### config.mk
export PLATFORM = sky130hd
export DESIGN_NAME = uart_rx_os
export DESIGN_NICKNAME = d
export VERILOG_FILES = /design/src/rtl/uart_rx_os.sv
export SDC_FILE = /design/constraint.sdc
export NUM_CORES = 1
export LEC_CHECK = 0
export BUFFER_PORTS_ARGS = -buffer_cell sky130_fd_sc_hd__buf_2
export CAP_MARGIN = 10
export CORE_MARGIN = 5
export CORE_UTILIZATION = 55
export DETAILED_ROUTE_END_ITERATION = 7
export PLACE_DENSITY_LB_ADDON = 0.1
export SKIP_LAST_GASP = 1
export SYNTH_ARGS = -nofsm -noshare
export SYNTH_HDL_FRONTEND = slang
export SYNTH_SLANG_ARGS = --single-unit
### constraint.sdc
create_clock -name clk -period 2.5 [get_ports clk]
set_clock_uncertainty 0.05 [all_clocks]
set_input_delay 0.625 -clock clk [delete_from_list [all_inputs] [get_ports clk]]
set_output_delay 0.625 -clock clk [all_outputs]
set_load 0.005 [all_outputs]
### src/rtl/uart_rx_os.sv
// Oversampling 8N1 UART receiver: 2-flop synchronizer, 2-of-3 mid-bit voting,
// false-start rejection, framing/overrun flags and a valid/ready holding register.
module uart_rx_os #(
    parameter int unsigned CLK_FREQ   = 1000000,
    parameter int unsigned BAUD       = 9600,
    parameter int unsigned OVERSAMPLE = 8
) (
    input  logic       clk,
    input  logic       rst,
    input  logic       rx,
    output logic [7:0] dout,
    output logic       dout_valid,
    input  logic       dout_ready,
    output logic       frame_err,
    output logic       overrun,
    output logic       busy
);

    localparam int unsigned DIV  = CLK_FREQ / (BAUD * OVERSAMPLE);
    localparam int unsigned MID  = OVERSAMPLE / 2;
    localparam int unsigned DivW = (DIV > 1) ? $clog2(DIV) : 1;
    localparam int unsigned OsW  = $clog2(OVERSAMPLE);

    localparam logic [DivW-1:0] DivLast = DivW'(DIV - 1);
    localparam logic [OsW-1:0]  OsLast  = OsW'(OVERSAMPLE - 1);
    localparam logic [OsW-1:0]  OsLo    = OsW'(MID - 1);
    localparam logic [OsW-1:0]  OsMid   = OsW'(MID);
    localparam logic [OsW-1:0]  OsHi    = OsW'(MID + 1);

    typedef enum logic [2:0] {
        StIdle,
        StStart,
        StData,
        StStop,
        StWaitIdle
    } state_e;

    state_e          state_q, state_d;
    logic            rx_meta_q, rx_s_q;
    logic [DivW-1:0] div_cnt_q, div_cnt_d;
    logic [OsW-1:0]  os_cnt_q, os_cnt_d;
    logic [2:0]      bit_idx_q, bit_idx_d;
    logic [2:0]      smp_q, smp_d;
    logic [7:0]      shreg_q, shreg_d;
    logic [7:0]      dout_q, dout_d;
    logic            dout_valid_q, dout_valid_d;
    logic            frame_err_q, frame_err_d;
    logic            overrun_q, overrun_d;

    logic tick;
    logic vote_full;
    logic vote_stop;

    function automatic logic maj3(input logic a, input logic b, input logic c);
        return (a & b) | (a & c) | (b & c);
    endfunction

    assign tick      = (div_cnt_q == DivLast);
    assign vote_full = maj3(smp_q[0], smp_q[1], smp_q[2]);
    // The stop decision lands on the third sample tick, so use the live sample.
    assign vote_stop = maj3(smp_q[0], smp_q[1], rx_s_q);

    always_ff @(posedge clk or posedge rst) begin
        if (rst) begin
            rx_meta_q <= 1'b1;
            rx_s_q    <= 1'b1;
        end else begin
            rx_meta_q <= rx;
            rx_s_q    <= rx_meta_q;
        end
    end

    always_comb begin
        state_d      = state_q;
        div_cnt_d    = div_cnt_q;
        os_cnt_d     = os_cnt_q;
        bit_idx_d    = bit_idx_q;
        smp_d        = smp_q;
        shreg_d      = shreg_q;
        dout_d       = dout_q;
        dout_valid_d = dout_valid_q;
        frame_err_d  = frame_err_q;
        overrun_d    = 1'b0;

        if (state_q == StIdle) begin
            div_cnt_d = '0;
            os_cnt_d  = '0;
        end else begin
            div_cnt_d = tick ? '0 : div_cnt_q + 1'b1;
            if (tick) begin
                os_cnt_d = (os_cnt_q == OsLast) ? '0 : os_cnt_q + 1'b1;
                if (os_cnt_q == OsLo)  smp_d[0] = rx_s_q;
                if (os_cnt_q == OsMid) smp_d[1] = rx_s_q;
                if (os_cnt_q == OsHi)  smp_d[2] = rx_s_q;
            end
        end

        if (dout_valid_q && dout_ready) begin
            dout_valid_d = 1'b0;
        end

        unique case (state_q)
            StIdle: begin
                if (!rx_s_q) begin
                    state_d   = StStart;
                    bit_idx_d = '0;
                end
            end
            StStart: begin
                if (tick && os_cnt_q == OsLast) begin
                    if (vote_full) begin
                        state_d = StIdle;
                    end else begin
                        state_d   = StData;
                        bit_idx_d = '0;
                    end
                end
            end
            StData: begin
                if (tick && os_cnt_q == OsLast) begin
                    shreg_d[bit_idx_q] = vote_full;
                    if (bit_idx_q == 3'd7) begin
                        state_d = StStop;
                    end else begin
                        bit_idx_d = bit_idx_q + 3'd1;
                    end
                end
            end
            StStop: begin
                if (tick && os_cnt_q == OsHi) begin
                    if (!dout_valid_q || dout_ready) begin
                        dout_d       = shreg_q;
                        frame_err_d  = ~vote_stop;
                        dout_valid_d = 1'b1;
                    end else begin
                        overrun_d = 1'b1;
                    end
                    // A low stop bit waits for the line to recover so a break yields one byte.
                    state_d = vote_stop ? StIdle : StWaitIdle;
                end
            end
            StWaitIdle: begin
                if (rx_s_q) begin
                    state_d = StIdle;
                end
            end
            default: state_d = StIdle;
        endcase
    end

    always_ff @(posedge clk or posedge rst) begin
        if (rst) begin
            state_q      <= StIdle;
            div_cnt_q    <= '0;
            os_cnt_q     <= '0;
            bit_idx_q    <= '0;
            smp_q        <= '0;
            shreg_q      <= '0;
            dout_q       <= '0;
            dout_valid_q <= 1'b0;
            frame_err_q  <= 1'b0;
            overrun_q    <= 1'b0;
        end else begin
            state_q      <= state_d;
            div_cnt_q    <= div_cnt_d;
            os_cnt_q     <= os_cnt_d;
            bit_idx_q    <= bit_idx_d;
            smp_q        <= smp_d;
            shreg_q      <= shreg_d;
            dout_q       <= dout_d;
            dout_valid_q <= dout_valid_d;
            frame_err_q  <= frame_err_d;
            overrun_q    <= overrun_d;
        end
    end

    assign dout       = dout_q;
    assign dout_valid = dout_valid_q;
    assign frame_err  = frame_err_q;
    assign overrun    = overrun_q;
    assign busy       = (state_q != StIdle);

endmodule

# == After elaboration in Yosys (flattened, before gate mapping) ==
# Index checks and enable logic that the tools add are counted.
# classes
add_sub_neg,3
n_mul,0
div,0
n_lt_le_gt_ge,2
n_eq_ne,18
shifts,0
muxes,30
bitwise,11
reduce_logical,17
# ops
operator,n
$mux 3,15
$ne 2x2->1 const B,8
$eq 3x3->1 const B,5
$pmux 3 s5,1
$reduce_and 3->1,4
$reduce_and 6->1,2
$eq 3x2->1 const B,3
$pmux 3 s3,1
$bwmux 8,1
$mux 1,8
$mux 4,2
$add 3x1->3 const B,2
$reduce_bool 3->1,2
$and 1x1->1,5
$add 4x1->4 const B,1
$eq 4x4->1 const B,1
$logic_and 1x1->1,4
$lt 3x4->1 const B,1
$or 1x1->1,4
$demux 1 s3,1
$eq 3x1->1 const B,1
$ge 3x1->1 const B,1
$logic_not 3->1,1
$mux 2,1
other kinds (5),6
# totals
regBits,37
latch_bits,0
ram_bits,0
rom_bits,0
input_bits,4
memories,0

# == Depth between registers and ports, before layout ==
# depth
word_depth,6
ltp_mapped,6
depth_no_buf,6

# == Worst setup path before layout ==
# OpenSTA, ideal clock, no wires.
# synth_timing
kind,flip-flop to flip-flop
startpoint,reg div_cnt_q[0]
endpoint,"reg dout_q[0], in the netlist dout[0]"
setup_ps,125
arrival_time_ps,1742
setup_slack_ps,583
stages_incl_launch_ff,6
cell_sequence,dfrtp_1 > inv_1 > ha_1 > nand3_4 > nor4b_4 > mux2_2
# synth_via
elab_chain_len,3
# synth_rtl
item,line_no,text
start: declaration,40,"logic [DivW-1:0] div_cnt_q, div_cnt_d;"
start signal: assignment,165,div_cnt_q <= div_cnt_d;
$eq 4x4->1,58,assign tick = (div_cnt_q == DivLast);
$logic_and 1x1->1,130,if (tick && os_cnt_q == OsHi) begin
$reduce_and 3->1 (no line),n/a,
end signal: assignment,170,dout_q <= dout_d;
end: declaration,45,"logic [7:0] dout_q, dout_d;"
# No other way between the ends.
# A chain may end at the register's enable or synchronous reset.

# == Final worst setup path ==
# layout_timing
startpoint,reg state_q[2]
endpoint,out busy
# layout_via
elab_chain_len,1
# layout_rtl
item,line_no,text
start: declaration,38,"state_e state_q, state_d;"
start signal: assignment,153,state_q <= StIdle;
start signal: assignment,164,state_q <= state_d;
$reduce_bool 3->1,181,assign busy = (state_q != StIdle);
end: declaration,16,output logic busy
# No other way between the ends.

==> reports/qor.csv <==
metric,value,unit
switching pwr,0.230,mW
initial DRC count,57,
per-cell routed wire length,14.1,um
critical path launch point type,register,
slowest CP cell,dfrtp_1,
Yosys reg bits,37,
status,"complete, no violations",
Pre-antenna DRT Iters,4,
final worst-path cycle share,84.7,%
Vias per Instance,5.27,
placed insts,222,
mean post-synth cell area,11.4,sq um
Placement Rows,21,
"CTS clk-pin slew, worst paths",130,ps
later-pin clock latency in the skew report,360,ps
leak pwr,1.02,nW
"most common cell after layout, fill and taps aside",dfrtp_1,
grt ovf,0,
max_slew headroom,69.8,%
Final WS setup,382,ps
Crit. End Element,primary output,
post-CTS setup buffers,0,
first-pass GRT wire length,5790,um
CTS sink cnt,37,
die width,67.7,um
Yosys cell types,40,
Flop pwr share,57.6,%
"EDFF count, synth",0,
fill count,271,
internal power component,0.817,mW
max frequency,0.472,GHz
fin nets,196,
Crit Path Class,register to primary output,
critical path required time,1820,ps
Die H,67.7,um
CTS buffer count,5,
Fin Setup TNS,0,ps
"Min Clock Period, post-route",2120,ps
"Max FO, Critical Path",12,
total power,1.05,mW
TritonCTS clock tree,yes,
Starting Density,55.8,%
Post-Syn Nets,174,
Syn-to-layout area delta,12.6,%
drt total wl,3250,um
Clock Power Share,40.9,%
vias in the first global route,1261,
worst-margin pin slew,453,ps
Fin. Hold Viols,0,
drt drc,0,
layout cell share with drive strength beyond 1,29.3,%
ys async rst share,100,%
register area share after synthesis,50.7,%
max incr delay on CP,520,ps
# diodes,0,
power per cell area,508,nW/um^2
hpwl dp,2350,um
Max VDD drop,0.351,mV
Synth Instances,161,
I/O pin cnt,16,
Syn Std Cell Area,1830,sq um
initial antenna violation count,0,
maximum buffer depth of the clock tree,2,
"Top FF cell, synth",dfrtp_1,
most frequent cells in the layout,"dfrtp_1, mux2_2, buf_2",
largest net degree at the start of global routing,38,
RSZ-0062 raised after global routing,false,
"Hold-fix buffers, CTS",0,
RePlAce Congestion,0.819,
H-tree levels,2,
IO Port Bufs,15,
post-CTS sizing,0,
Core Box Area,3280,sq um
overall routing resource usage,17.1,%
switch share,22.0,%
non-filler instance count after layout,230,
number of max-cap violations,0,
Combinational Power Share,1.5,%
final setup vio count,0,
Final ANT Viol Nets,0,
via count,1213,
full die area,4580,sq um
Slew Limit Fails,0,
Synth Warn #,0,
clock root buffer,clkbuf_4,
worst-path cell chain,nor3_2 > buf_4 > inv_1 > buf_2,
min-delay worst type,primary input to asynchronous set/reset pin,
"worst slack, placed",488,ps
WP data arrival,1440,ps
-- registers in the layout (all words and copies together), names as in the netlist --
signal	flops
div_cnt_q	4
frame_err	1
rx_s_q	1
overrun	1
shreg_q	8
smp_q	3
bit_idx_q	3
dout	8
rx_meta_q	1
os_cnt_q	3
state_q	3
dout_valid	1
-- cell usage after synthesis (2+ instances only) --
cell	instances	area share, %
a21oi_1	5	1.4
o21ai_0	3	0.82
nand2_1	11	2.3
nor3b_1	2	0.82
dfrtp_1	35	48
nor2b_1	2	0.68
nor2_1	12	2.5
xnor2_1	2	0.96
maj3_1	2	1.1
or4_1	2	0.82
nor3_1	6	1.6
nand2b_1	2	0.68
nand3b_1	5	2.0
inv_1	11	2.3
ha_1	9	6.1
nand3_1	6	1.6
mux2i_1	2	1.1
dfstp_2	2	2.9
clkbuf_1	2	0.41
mux2_2	20	12
-- final timing paths --
path	from	to	slack (ps)	depth (start not counted)
min	rst	shreg_q[6]$_DFFE_PP0P_	290	3
max in group asynchronous	rst	rx_meta_q$_DFF_PP1_	1760	3
min in group clk	rx	rx_meta_q$_DFF_PP1_	310	1
max	state_q[2]$_DFFE_PP0P_	busy	380	4
max reg2reg	os_cnt_q[0]$_DFFE_PP0P_	shreg_q[4]$_DFFE_PP0P_	510	6
min reg2reg	rx_meta_q$_DFF_PP1_	rx_s_q$_DFF_PP1_	320	0
-- cell type report --
class | instances | area, sq um | area share [%]
Sequential cell | 37 | 928 | 45.0
Multi-Input combinational cell | 109 | 846 | 41.0
Timing Repair Buffer | 19 | 105 | 5.10
Tap cell | 46 | 57.6 | 2.79
Clock inverter | 3 | 46.3 | 2.25
Inverter | 11 | 41.3 | 2.00
Clock buffer | 5 | 37.5 | 1.82
-- metrics by stage --
stage / utilization [%] / cell area, sq um / hold WS [ps]
after global routing: 62.8 / 2060 / 292
after global placement: 60.2 / 1980 / 298
after floorplan: - / 1830 / 295
final: 62.8 / 2060 / 294
after CTS: 62.8 / 2060 / 291
after detailed placement: 60.2 / 1980 / 301
-- worst max-delay path, delay by kind of cell, from the launching register on --
family / cells / cell delay, ps
buffers and inverters: 3 / 350
flip-flops: 1 / 520
AND/OR/NAND/NOR: 1 / 220
-- power groups by stage --
stage / sequential [mW] / clock [mW] / combinational [mW]
floorplan: 0.614 / 0 / 0.00979
global placement: 0.614 / 0 / 0.0160
detailed placement: 0.615 / 0 / 0.0167
CTS: 0.603 / 0.441 / 0.0167
global route: 0.604 / 0.467 / 0.0187
finish: 0.603 / 0.429 / 0.0153
-- per-layer routing --
metal / share of wire [%] / vias to the layer above / GRT usage (%) / wire [um]
li1: - / 607 / - / -
met1: 44 / 584 / 20.4 / 1420
met2: 51 / 17 / 28.9 / 1660
met3: 3.8 / 5 / 4.99 / 125
met4: 1.4 / 0 / 6.84 / 47
met5: 0 / - / 0 / 0
-- cell families after synthesis --
logic type | synth area share [%]
multiplexers | 13.4
flip-flops | 50.7
AO/OA/AOI/OAI | 5.60
buffers and inverters | 3.14
adder cells (fa/ha/maj) | 7.24
AND/OR/NAND/NOR | 18.5
XOR/XNOR | 1.43
Power figures use the tool's default switching activity.
